`src/rtl/kbd_event_ctrl.sv`:
```
// PS/2 scan-code decoder with modifier tracking and an event FIFO.
// Prefix bytes E0/F0 qualify the next byte, which completes one event.
module kbd_event_ctrl #(
    parameter int FIFO_DEPTH = 4,
    parameter int TIMEOUT    = 50000
) (
    input  logic       clk,
    input  logic       rst,
    input  logic [7:0] rx_data,
    input  logic       rx_valid,
    input  logic       evt_ready,
    input  logic       ovf_clr,
    output logic       evt_valid,
    output logic [7:0] evt_code,
    output logic       evt_ext,
    output logic       evt_break,
    output logic       evt_shift,
    output logic       evt_ctrl,
    output logic [4:0] fifo_cnt,
    output logic       overflow,
    output logic [7:0] make_cnt
);

    localparam int PW = (FIFO_DEPTH > 1) ? $clog2(FIFO_DEPTH) : 1;
    localparam int TW = $clog2(TIMEOUT + 1);

    typedef enum logic [1:0] {IDLE, EXT, BRK, EXT_BRK} state_t;

    typedef struct packed {
        logic [7:0] code;
        logic       ext;
        logic       brk;
        logic       shift;
        logic       ctrl;
    } evt_t;

    state_t          state;
    state_t          state_nxt;
    logic [TW-1:0]   tmo;
    logic            done;
    logic            d_ext;
    logic            d_brk;

    logic            shift_l, shift_r, ctrl_l, ctrl_r;
    logic            sl_n, sr_n, cl_n, cr_n;
    evt_t            new_evt;

    evt_t            mem [FIFO_DEPTH];
    logic [PW-1:0]   wr_ptr;
    logic [PW-1:0]   rd_ptr;
    logic [4:0]      cnt;
    logic            full;
    logic            pop;
    logic            push_ok;
    logic            drop;
    evt_t            head;

    always_comb begin
        state_nxt = state;
        done      = 1'b0;
        d_ext     = (state == EXT) || (state == EXT_BRK);
        d_brk     = (state == BRK) || (state == EXT_BRK);
        if (rx_valid) begin
            unique case (state)
                IDLE: begin
                    if (rx_data == 8'hE0)      state_nxt = EXT;
                    else if (rx_data == 8'hF0) state_nxt = BRK;
                    else                       done = 1'b1;
                end
                EXT: begin
                    if (rx_data == 8'hF0)      state_nxt = EXT_BRK;
                    else if (rx_data == 8'hE0) state_nxt = EXT;
                    else                       done = 1'b1;
                end
                BRK: begin
                    if (rx_data == 8'hF0) state_nxt = BRK;
                    else                  done = 1'b1;
                end
                EXT_BRK: begin
                    if (rx_data == 8'hE0 || rx_data == 8'hF0)
                        state_nxt = EXT_BRK;
                    else
                        done = 1'b1;
                end
            endcase
            if (done) state_nxt = IDLE;
        end
    end

    // Any byte restarts the timeout; a stalled prefix falls back to IDLE.
    always_ff @(posedge clk or negedge rst) begin
        if (!rst) begin
            state <= IDLE;
            tmo   <= '0;
        end else if (rx_valid) begin
            state <= state_nxt;
            tmo   <= '0;
        end else if (state != IDLE) begin
            if (tmo == TW'(TIMEOUT - 1)) begin
                state <= IDLE;
                tmo   <= '0;
            end else begin
                tmo <= tmo + TW'(1);
            end
        end else begin
            tmo <= '0;
        end
    end

    always_comb begin
        sl_n = shift_l;
        sr_n = shift_r;
        cl_n = ctrl_l;
        cr_n = ctrl_r;
        if (done) begin
            if (!d_ext && rx_data == 8'h12) sl_n = !d_brk;
            if (!d_ext && rx_data == 8'h59) sr_n = !d_brk;
            if (rx_data == 8'h14) begin
                if (d_ext) cr_n = !d_brk;
                else       cl_n = !d_brk;
            end
        end
        new_evt = {rx_data, d_ext, d_brk, sl_n | sr_n, cl_n | cr_n};
    end

    assign full    = (cnt == 5'(FIFO_DEPTH));
    assign pop     = (cnt != 5'd0) && evt_ready;
    assign push_ok = done && (!full || pop);
    assign drop    = done && full && !pop;

    always_ff @(posedge clk or negedge rst) begin
        if (!rst) begin
            shift_l  <= 1'b0;
            shift_r  <= 1'b0;
            ctrl_l   <= 1'b0;
            ctrl_r   <= 1'b0;
            wr_ptr   <= '0;
            rd_ptr   <= '0;
            cnt      <= '0;
            overflow <= 1'b0;
            make_cnt <= '0;
            for (int i = 0; i < FIFO_DEPTH; i++) mem[i] <= '0;
        end else begin
            shift_l <= sl_n;
            shift_r <= sr_n;
            ctrl_l  <= cl_n;
            ctrl_r  <= cr_n;
            if (push_ok) begin
                mem[wr_ptr] <= new_evt;
                wr_ptr      <= wr_ptr + PW'(1);
            end
            if (pop) rd_ptr <= rd_ptr + PW'(1);
            if (push_ok && !pop)      cnt <= cnt + 5'd1;
            else if (!push_ok && pop) cnt <= cnt - 5'd1;
            // A fresh drop wins over a clear in the same cycle.
            if (drop)         overflow <= 1'b1;
            else if (ovf_clr) overflow <= 1'b0;
            if (done && !d_brk) make_cnt <= make_cnt + 8'd1;
        end
    end

    assign head      = mem[rd_ptr];
    assign evt_valid = (cnt != 5'd0);
    assign evt_code  = head.code;
    assign evt_ext   = head.ext;
    assign evt_break = head.brk;
    assign evt_shift = head.shift;
    assign evt_ctrl  = head.ctrl;
    assign fifo_cnt  = cnt;

endmodule

```
`config.mk`:
```
export PLATFORM = sky130hd
export DESIGN_NAME = kbd_event_ctrl
export DESIGN_NICKNAME = d
export VERILOG_FILES = /design/src/rtl/kbd_event_ctrl.sv
export SDC_FILE = /design/constraint.sdc
export NUM_CORES = 1
export LEC_CHECK = 0
export ABC_CLOCK_PERIOD_IN_PS = 5500
export CAP_MARGIN = 30
export CORE_MARGIN = 8
export CORE_UTILIZATION = 55
export CTS_BUF_LIST = sky130_fd_sc_hd__clkbuf_8
export CTS_CLUSTER_DIAMETER = 30
export DETAILED_ROUTE_END_ITERATION = 8
export GPL_TIMING_DRIVEN = 0
export PLACE_DENSITY = 0.77
export SYNTH_ARGS = -nofsm -noshare
export SYNTH_HDL_FRONTEND = slang
export SYNTH_SLANG_ARGS = --single-unit
```
`constraint.sdc`:
```
create_clock -name clk -period 5.5 [get_ports clk]
set_input_delay 1.1 -clock clk [delete_from_list [all_inputs] [get_ports clk]]
set_output_delay 1.1 -clock clk [all_outputs]
set_load 0.02 [all_outputs]
```
Word-level counts from Yosys, hierarchy flattened
Cells that the tools add are included.

word-level totals
  register bits = 88
  latch bits = 0
  memory bits (writable) = 0
  bits in read-only memories = 0
  bits of input ports = 13
  output and inout port bits = 27
  logic and storage cells = 124
  memories kept = 0

cells by class
  $add $sub $neg = 6
  multipliers = 0
  divide/modulo/power cells = 0
  order comparisons = 3
  equality and inequality tests = 12
  shift operators = 0
  multiplexer cells = 41
  bitwise operators = 4
  reduce and logical (&&, ||, !) cells = 27

operators by type and width
  cell                   count
  $bwmux 48              1
  $mux 16                3
  $mux 12                3
  $bmux 12 s2            1
  $demux 12 s2           1
  $mux 1                 19
  $mux 2                 9
  $add 16x1->16 const B  1
  $eq 16x16->1 const B   1
  $eq 8x5->1 const B     2
  $eq 8x8->1 const B     2
  $logic_and 1x1->1      10
  $mux 5                 2
  $reduce_bool 2->1      5
  $add 8x1->8 const B    1
  $eq 8x7->1 const B     1
  $pmux 2 s4             1
  $ge 3x3->1 const B     2
  $not 2->3              2
  $add 5x1->5 const B    1
  $eq 5x3->1 const B     1
  $logic_not 1->1        5
  $ne 5x2->1 const B     1
  $reduce_bool 5->1      1
  other kinds (11)       17

Logic depth before layout (Yosys ltp)
Gate-level depths: netlist of run 1.

  depth in word-level cells = 11
  mapped depth = 11
  mapped depth without buffers = 10

Least setup slack after synthesis of run 1
Ideal clock, no wire load.

  path type = input -> register
  start point = input rx_data[3]
  end point = register cnt[4], in the netlist fifo_cnt[4]
  library setup time = 0.080 ns
  data arrival time = 3.364 ns
  required time = 5.420 ns
  setup slack = 2.056 ns
  stages = 11
  buffers on the path = 1
  path through = clkbuf_1 -> and4bb_2 -> o311ai_2 -> and3_1 -> ha_1 -> inv_1 -> fa_1 -> a21o_1 -> a21oi_1 -> mux2i_1 -> xnor2_1

on the way
  cells in the longest elaborated chain, start to end = 10
  elaborated cells between the ends (all ways) = 17
  classes of those cells = eq/ne: 2; mux: 9; reduce/logical: 6

ends and longest elaborated chain
  what                                  line        RTL
  start: declaration                    9           input logic [7:0] rx_data,
  $eq 8x8->1, on equally long branches  -
  $mux 1 (tied with other cells)        72          else if (rx_data == 8'hE0) state_nxt = EXT;
  $mux 1, on equally long branches      71, 66, 80
  $pmux 1 s4 (*)                        64          unique case (state)
  $mux 1 (*) (2 in a row)               63          if (rx_valid) begin
  $logic_and 1x1->1 (*)                 128         assign push_ok = done && (!full || pop);
  named net push_ok                     54          logic push_ok;
  $logic_not 1->1                       154         else if (!push_ok && pop) cnt <= cnt - 5'd1;
  $logic_and 1x1->1                     154
  $reduce_bool 2->1 (no line)           -
  end signal: assignment                153         if (push_ok && !pop) cnt <= cnt + 5'd1;
  end signal: assignment                154
  end: declaration                      51          logic [4:0] cnt;

The timed path passes the listed nets; every way through them passes the cells marked *. The select of a mux whose other input is x is not followed.
A chain may end at the register's enable or synchronous reset.

Worst setup path in the final report of run 1
  start point = input rx_data[4]
  end point = register cnt[4], in the netlist fifo_cnt[4]

Same word-level chain as after synthesis.

==> results.sh, run 1 <==
export IMPL_h_tree_depth=3
export IMPL_finalSetupViolCount=0
export IMPL_synth_adder_area_share=0.0338
export IMPL_clk_latency_ns=0.35
export IMPL_fp_dieW_um=104
export IMPL_crit_path_max_incr_delay_ns=0.74
export IMPL_status="completed"
export IMPL_ys_flop_type="dfrtp_1"
export IMPL_cts_root_buf="clkbuf_8"
export IMPL_initial_core_util=0.562
export IMPL_synthSimpleGateAreaFrac=0.108
export IMPL_cts_sinks=88
export IMPL_first_iter_violations=168
export IMPL_fmax_mhz=251
export IMPL_place_gp_congestion=0.861
export IMPL_clockBufferDepth=2
export IMPL_vias=2807
export IMPL_yosys_top_cells_area="dfrtp_1 (51%), mux2_2 (12%), mux4_2 (6.3%)"
export IMPL_antenna_cells=0
export IMPL_tritoncts="done"
export IMPL_synth_seq_area_share=0.513
export IMPL_path_delay_family="compound AO/OA/AOI/OAI gates"
export IMPL_grt_pass1_vias=2935
export IMPL_die_area_um2=10900
export IMPL_wl_per_cell_um=16.9
export IMPL_fin_crit_sh=0.725
export IMPL_min_delay_path_class="reg2reg"
export IMPL_drc_errors=0
export IMPL_r2r_cells=10
export IMPL_syn_cell_area_um2=4300
export IMPL_crit_chain="clkdlybuf4s50_1 -> o311ai_2 -> and3_1 -> ha_1 -> inv_1 -> fa_1 -> a21o_1 -> a21oi_1 -> mux2i_1 -> xnor2_1"
export IMPL_clk_pin_slew_ns=0.09
export IMPL_cp_start_kind="input pin"
export IMPL_antenna_found_initial=0
export IMPL_crit_path_end_kind="flip-flop"
export IMPL_synthCells=340
export IMPL_synth_seq_cells=88
export IMPL_synthArstFlopShare=1.00
export IMPL_synth_top_cell_area_share=0.513
export IMPL_worstMarginPinSlew_ns=0.727
export IMPL_vdd_ir_drop_max_mv=0.278
export IMPL_area_growth_pct=16.3
export IMPL_slew_viol_final=0
export IMPL_arrival_ns=4.27
export IMPL_synthMuxAreaShare=0.195
export IMPL_fillers=594
export IMPL_relSlewSlack=0.514
export IMPL_nets=413
export IMPL_rr_startpoint="state[1]"
export IMPL_crit_type="in2reg"
export IMPL_yosysWarnings=0
export IMPL_synth_nets=364
export IMPL_postCtsSetupRepairBufs=0
export IMPL_drive_gt1_frac=0.239
export IMPL_io_pins=40
export IMPL_finalWirelength_mm=8.37
export IMPL_grt_max_degree=48
export IMPL_cp_slowest_cell="o311ai_2"
export IMPL_ant_nets=0
export IMPL_grt_pass1_wl_mm=14.6
export IMPL_multi_input_area_um2=1970
export IMPL_syn_area_per_cell_um2=12.6
export IMPL_pwr_density_cell_nw_per_um2=500
export IMPL_worst_r2r_endpoint="fifo_cnt[4]"
export IMPL_hold_viol=0
export IMPL_post_cts_resized=0
export IMPL_worstHoldEndpoint="make_cnt[7]"
export IMPL_postCtsHoldBufs=0
export IMPL_setup_tns_ns=0
export IMPL_whs_ns=0.473
export IMPL_core_rowCount=32
export IMPL_synthXorXnorAreaFrac=0.0530
export IMPL_grt_remaining_overflow=0
export IMPL_r2r_slack_ns=2.38
export IMPL_max_cap_viol_count=0
export IMPL_worst_endpoint_required_ns=5.78
export IMPL_startpoint="rx_data[4]"
export IMPL_yosysTopAreaCell="dfrtp_1"
export IMPL_synth_compound_area_share=0.0693
export IMPL_period_needed_ns=3.99
export IMPL_cp_max_fo=10
export IMPL_numCtsBuffers=9
export IMPL_io_buffers=36
export IMPL_critPathBufInv=2
export IMPL_skew_ns=0.00852
export IMPL_min_path_cells=1
export IMPL_track_usage=0.164
export IMPL_power_leakage_nw=2.11
export IMPL_register_area_um2=2200
export IMPL_core_um2=7650
export IMPL_rsz0062_at_grt="no"
export IMPL_dieHeight_um=104
export IMPL_synth_edff_count=0
export IMPL_hold_start="make_cnt[7]"
export IMPL_synth_cell_types=42
export IMPL_drt_pass1_iter_count=4
export IMPL_viasPerCell=5.66
export IMPL_post_dp_hpwl_mm=5.98
export IMPL_synth_top_family_by_area="multiplexers"
[cell families after synthesis]
group / after synthesis
AOI/OAI and AO/OA: 39
xor gates and xnor gates: 26
buffers and inverters: 26
DFF: 88
adders and majority gates: 11
muxes: 63
and+or+nand+nor: 87
[layout make-up]
class	count	share of cell area
clock inverters	6	0.00877
flip-flops and latches	88	0.441
clock buffers	10	0.0275
multi-input cells	226	0.395
well taps	102	0.0255
inverters	11	0.00826
plain buffers	15	0.0160
repair buffers	38	0.0781
[worst reg2reg max path: cells and delay by family (launching register included)]
| family | cells | cell delay, ns |
|---|---|---|
| XOR/XNOR | 1 | 0.13 |
| AO/OA/AOI/OAI | 3 | 0.99 |
| buffers and inverters | 2 | 0.25 |
| AND/OR/NAND/NOR | 1 | 0.36 |
| flip-flops | 1 | 0.45 |
| multiplexers | 1 | 0.24 |
| adder cells (fa/ha/maj) | 2 | 0.64 |
[cells in the final DEF, fill, tap and decap left out, types with 2 or more instances in the layout]
cell	instances
a21bo_2	4
a21o_1	2
a21oi_1	8
and3_1	7
and4_1	2
buf_4	5
clkbuf_1	8
clkbuf_8	10
clkdlybuf4s50_1	35
clkinvlp_4	3
dfrtp_1	88
ha_1	10
inv_1	12
inv_6	2
mux2_2	47
mux2i_1	4
mux4_2	12
nand2_1	19
nand3_1	11
nand4_1	11
nand4bb_1	2
nor2_1	20
nor2b_1	2
nor3_1	3
nor4_1	2
o21ai_0	12
o31ai_1	6
or3_1	3
xnor2_1	17
xor2_1	9
[through the flow]
step                cell area (µm²)  total power, W  instances  setup WS, ns   util
floorplan                      4300         0.00170        340          2.06      -
global placement               4780         0.00207        478         0.162  0.626
detailed placement             4810         0.00211        479          1.15  0.629
CTS                            4990         0.00253        495          1.53  0.653
global route                   5000         0.00266        496          1.24  0.653
finish                         5000         0.00250        496          1.51  0.653
[worst max path at each step]
stage,depth (start not counted),to
floorplan,11,fifo_cnt[4]
global placement,1,tmo[9]
detailed placement,10,fifo_cnt[4]
CTS,10,fifo_cnt[4]
global route,10,fifo_cnt[4]
finish,10,fifo_cnt[4]
[synth_stat cells, types with 6 or more instances]
library cell,count
xor2_1,9
nand3_1,11
o21ai_0,12
dfrtp_1,88
mux2_2,47
nor2_1,20
clkbuf_1,8
mux4_2,12
and3_1,7
ha_1,10
nand2_1,19
inv_1,11
a21oi_1,8
nand4_1,11
xnor2_1,17
o31ai_1,6
[flip-flops by register name (all words and copies together) (netlist names)]
signal,flops
mem,48
tmo,16
make_cnt,8
fifo_cnt,5
rd_ptr,2
state,2
wr_ptr,2
ctrl_l,1
ctrl_r,1
overflow,1
shift_l,1
shift_r,1
[per-layer routing]
metal | share of wire | global-route usage | vias up
li1 | - | - | 1327
met1 | 0.47 | 0.212 | 1413
met2 | 0.48 | 0.261 | 53
met3 | 0.033 | 0.0328 | 14
met4 | 0.020 | 0.0683 | 0
met5 | 0 | 0 | -
[power by group]
group	internal, W	total, W	switching [W]
clock network	0.000178	0.000412	0.000234
registers	0.000857	0.000998	0.000141
logic	0.000604	0.00109	0.000484
total	0.00164	0.00250	0.000859
Note: power is estimated with default switching activity, not from simulation.
==> run 2, diff against run 1 <==
ABC_CLOCK_PERIOD_IN_PS = 3800   (was 5500)
clock period = 3.8 ns   (was 5.5 ns; I/O delays follow)
==> run 2 against run 1 <==
Against the previous run:
- hold slack lost 0.080 ns
- first-iteration DRC count shrank 5.4%
- worst setup slack worse by 1.2 ns
- die area is the same
- register-to-register slack worse by 1.5 ns
- clock skew hardly changed
- critical path type unchanged
- count of clock-buffer cells in the layout stayed put
- global-route usage did not move
- core utilization rose by 0.21 points
- via count up 0.29%
- largest cell class unchanged
- combinational power grew 45%
==> results.sh, run 2 (same netlist as run 1, synthesis figures left out) <==
export IMPL_grt_remaining_overflow=0
export IMPL_whs_ns=0.393
export IMPL_layout_commonest_cell="dfrtp_1"
export IMPL_critPathBufInv=2
export IMPL_initial_core_util=0.562
export IMPL_clk_pin_slew_ns=0.09
export IMPL_power_leakage_nw=2.12
export IMPL_crit_path_end_kind="flip-flop"
export IMPL_setup_tns_ns=0
export IMPL_rr_startpoint="state[1]"
export IMPL_io_pins=40
export IMPL_h_tree_depth=3
export IMPL_clk_latency_ns=0.35
export IMPL_register_area_um2=2200
export IMPL_total_power_w=0.00362
export IMPL_core_um2=7650
export IMPL_cts_root_buf="clkbuf_8"
export IMPL_period_needed_ns=3.46
export IMPL_skew_ns=0.00869
export IMPL_dieHeight_um=104
export IMPL_cts_sinks=88
export IMPL_area_growth_pct=16.7
export IMPL_r2r_slack_ns=0.87
export IMPL_largest_reg_flops=48
export IMPL_numCtsBuffers=9
export IMPL_vias=2815
export IMPL_vdd_ir_drop_max_mv=0.402
export IMPL_cp_max_fo=10
export IMPL_status="completed"
export IMPL_fillers=593
export IMPL_place_gp_congestion=0.861
export IMPL_final_area_um2=5010
export IMPL_io_buffers=36
export IMPL_drt_pass1_iter_count=4
export IMPL_drc_errors=0
export IMPL_layout_common_cells="dfrtp_1 (88), mux2_2 (47), clkdlybuf4s50_1 (35), nor2_1 (20), nand2_1 (19)"
export IMPL_grt_max_degree=48
export IMPL_reg_top3="mem x48, tmo x16, make_cnt x8"
export IMPL_worst_endpoint_required_ns=4.08
export IMPL_min_delay_path_class="in2async"
export IMPL_die_area_um2=10900
export IMPL_clockBufferDepth=2
export IMPL_wl_met1_mm=3.95
export IMPL_postCtsHoldBufs=0
export IMPL_fmax_mhz=289
export IMPL_tritoncts="done"
export IMPL_core_rowCount=32
export IMPL_slew_viol_final=0
export IMPL_rsz0062_at_grt="no"
export IMPL_fp_dieW_um=104
export IMPL_finalWirelength_mm=8.43
export IMPL_drive_gt1_frac=0.239
export IMPL_path_delay_family="compound AO/OA/AOI/OAI gates"
export IMPL_startpoint="rx_data[4]"
export IMPL_wl_per_cell_um=17.0
export IMPL_max_cap_viol_count=0
export IMPL_relSlewSlack=0.523
export IMPL_worst_slack_ns=0.341
export IMPL_first_iter_violations=159
export IMPL_crit_type="in2reg"
export IMPL_crit_chain="clkdlybuf4s50_1 -> o311ai_4 -> and3_1 -> ha_1 -> inv_1 -> fa_1 -> a21o_1 -> a21oi_1 -> mux2i_1 -> xnor2_1"
export IMPL_ant_nets=0
export IMPL_worstMarginPinSlew_ns=0.715
export IMPL_placed_cell_area_um2=4810
export IMPL_crit_path_max_incr_delay_ns=0.60
export IMPL_fin_crit_sh=0.910
export IMPL_pwr_density_cell_nw_per_um2=722
export IMPL_cp_start_kind="input pin"
export IMPL_dpl_worst_slack_ns=-0.208
export IMPL_track_usage=0.164
export IMPL_multi_input_area_um2=1990
export IMPL_dr_wl_met2_mm=4.00
export IMPL_grt_pass1_vias=2935
export IMPL_arrival_ns=3.74
export IMPL_antenna_found_initial=0
export IMPL_viasPerCell=5.68
export IMPL_dr_wl_met3_um=305
export IMPL_nets=413
export IMPL_highest_layer="met4"
export IMPL_finalSetupViolCount=0
export IMPL_cp_slowest_cell="clkdlybuf4s50_1"
export IMPL_grt_pass1_wl_mm=14.6
export IMPL_antenna_cells=0
export IMPL_hold_viol=0
export IMPL_regMostFlops="mem"
export IMPL_post_dp_hpwl_mm=5.98
## run 2: cell counts in the layout (fill, tap and decap cells not counted)
Identical to the previous run, type by type.
## run 2: what timing repair did
action	in CTS	in global routing
gates resized for setup	0	2
setup buffers	0	0
setup endpoints to repair	0	1
## run 2: worst register-to-register path, stage by stage, from the launching register on
cell	delay, ns
dfrtp_1	0.45
inv_1	0.15
o311ai_4	0.45
and3_1	0.33
ha_1	0.22
inv_1	0.12
fa_1	0.42
a21o_1	0.18
a21oi_1	0.17
mux2i_1	0.24
xnor2_1	0.13
## run 2: through the flow
stage / cells / utilization
final: 496 / 0.655
after global routing: 496 / 0.655
after CTS: 495 / 0.653
after detailed placement: 479 / 0.629
after global placement: 478 / 0.626
after floorplan: 340 / -
## run 2: worst paths after layout
kind,to,depth (start not counted)
min in group clk,make_cnt[7],1
hold reg to reg,make_cnt[7],1
hold / removal,rd_ptr[0],1
setup / recovery,fifo_cnt[4],10
setup reg to reg,fifo_cnt[4],10
max in group asynchronous,tmo[7],2
## run 2: cell type report
class / count / area share
clock buffer: 10 / 0.0275
inverter: 11 / 0.00824
timing repair buffer: 38 / 0.0779
multi-input combinational: 226 / 0.397
buffer: 15 / 0.0160
sequential: 88 / 0.439
clock inverter: 6 / 0.00874
tap: 102 / 0.0255
## run 2: where the power goes
part / internal (W) / switching, W / total, W
Sequential: 0.00124 / 0.000203 / 0.00144
Clock: 0.000258 / 0.000339 / 0.000596
Combinational: 0.000874 / 0.000703 / 0.00158
Total: 0.00237 / 0.00124 / 0.00362
## run 2: routing by layer
| metal | vias up | global-route usage |
|---|---|---|
| met3 | 15 | 0.0328 |
| li1 | 1332 | - |
| met2 | 56 | 0.261 |
| met1 | 1412 | 0.212 |
| met5 | - | 0 |
| met4 | 0 | 0.0683 |
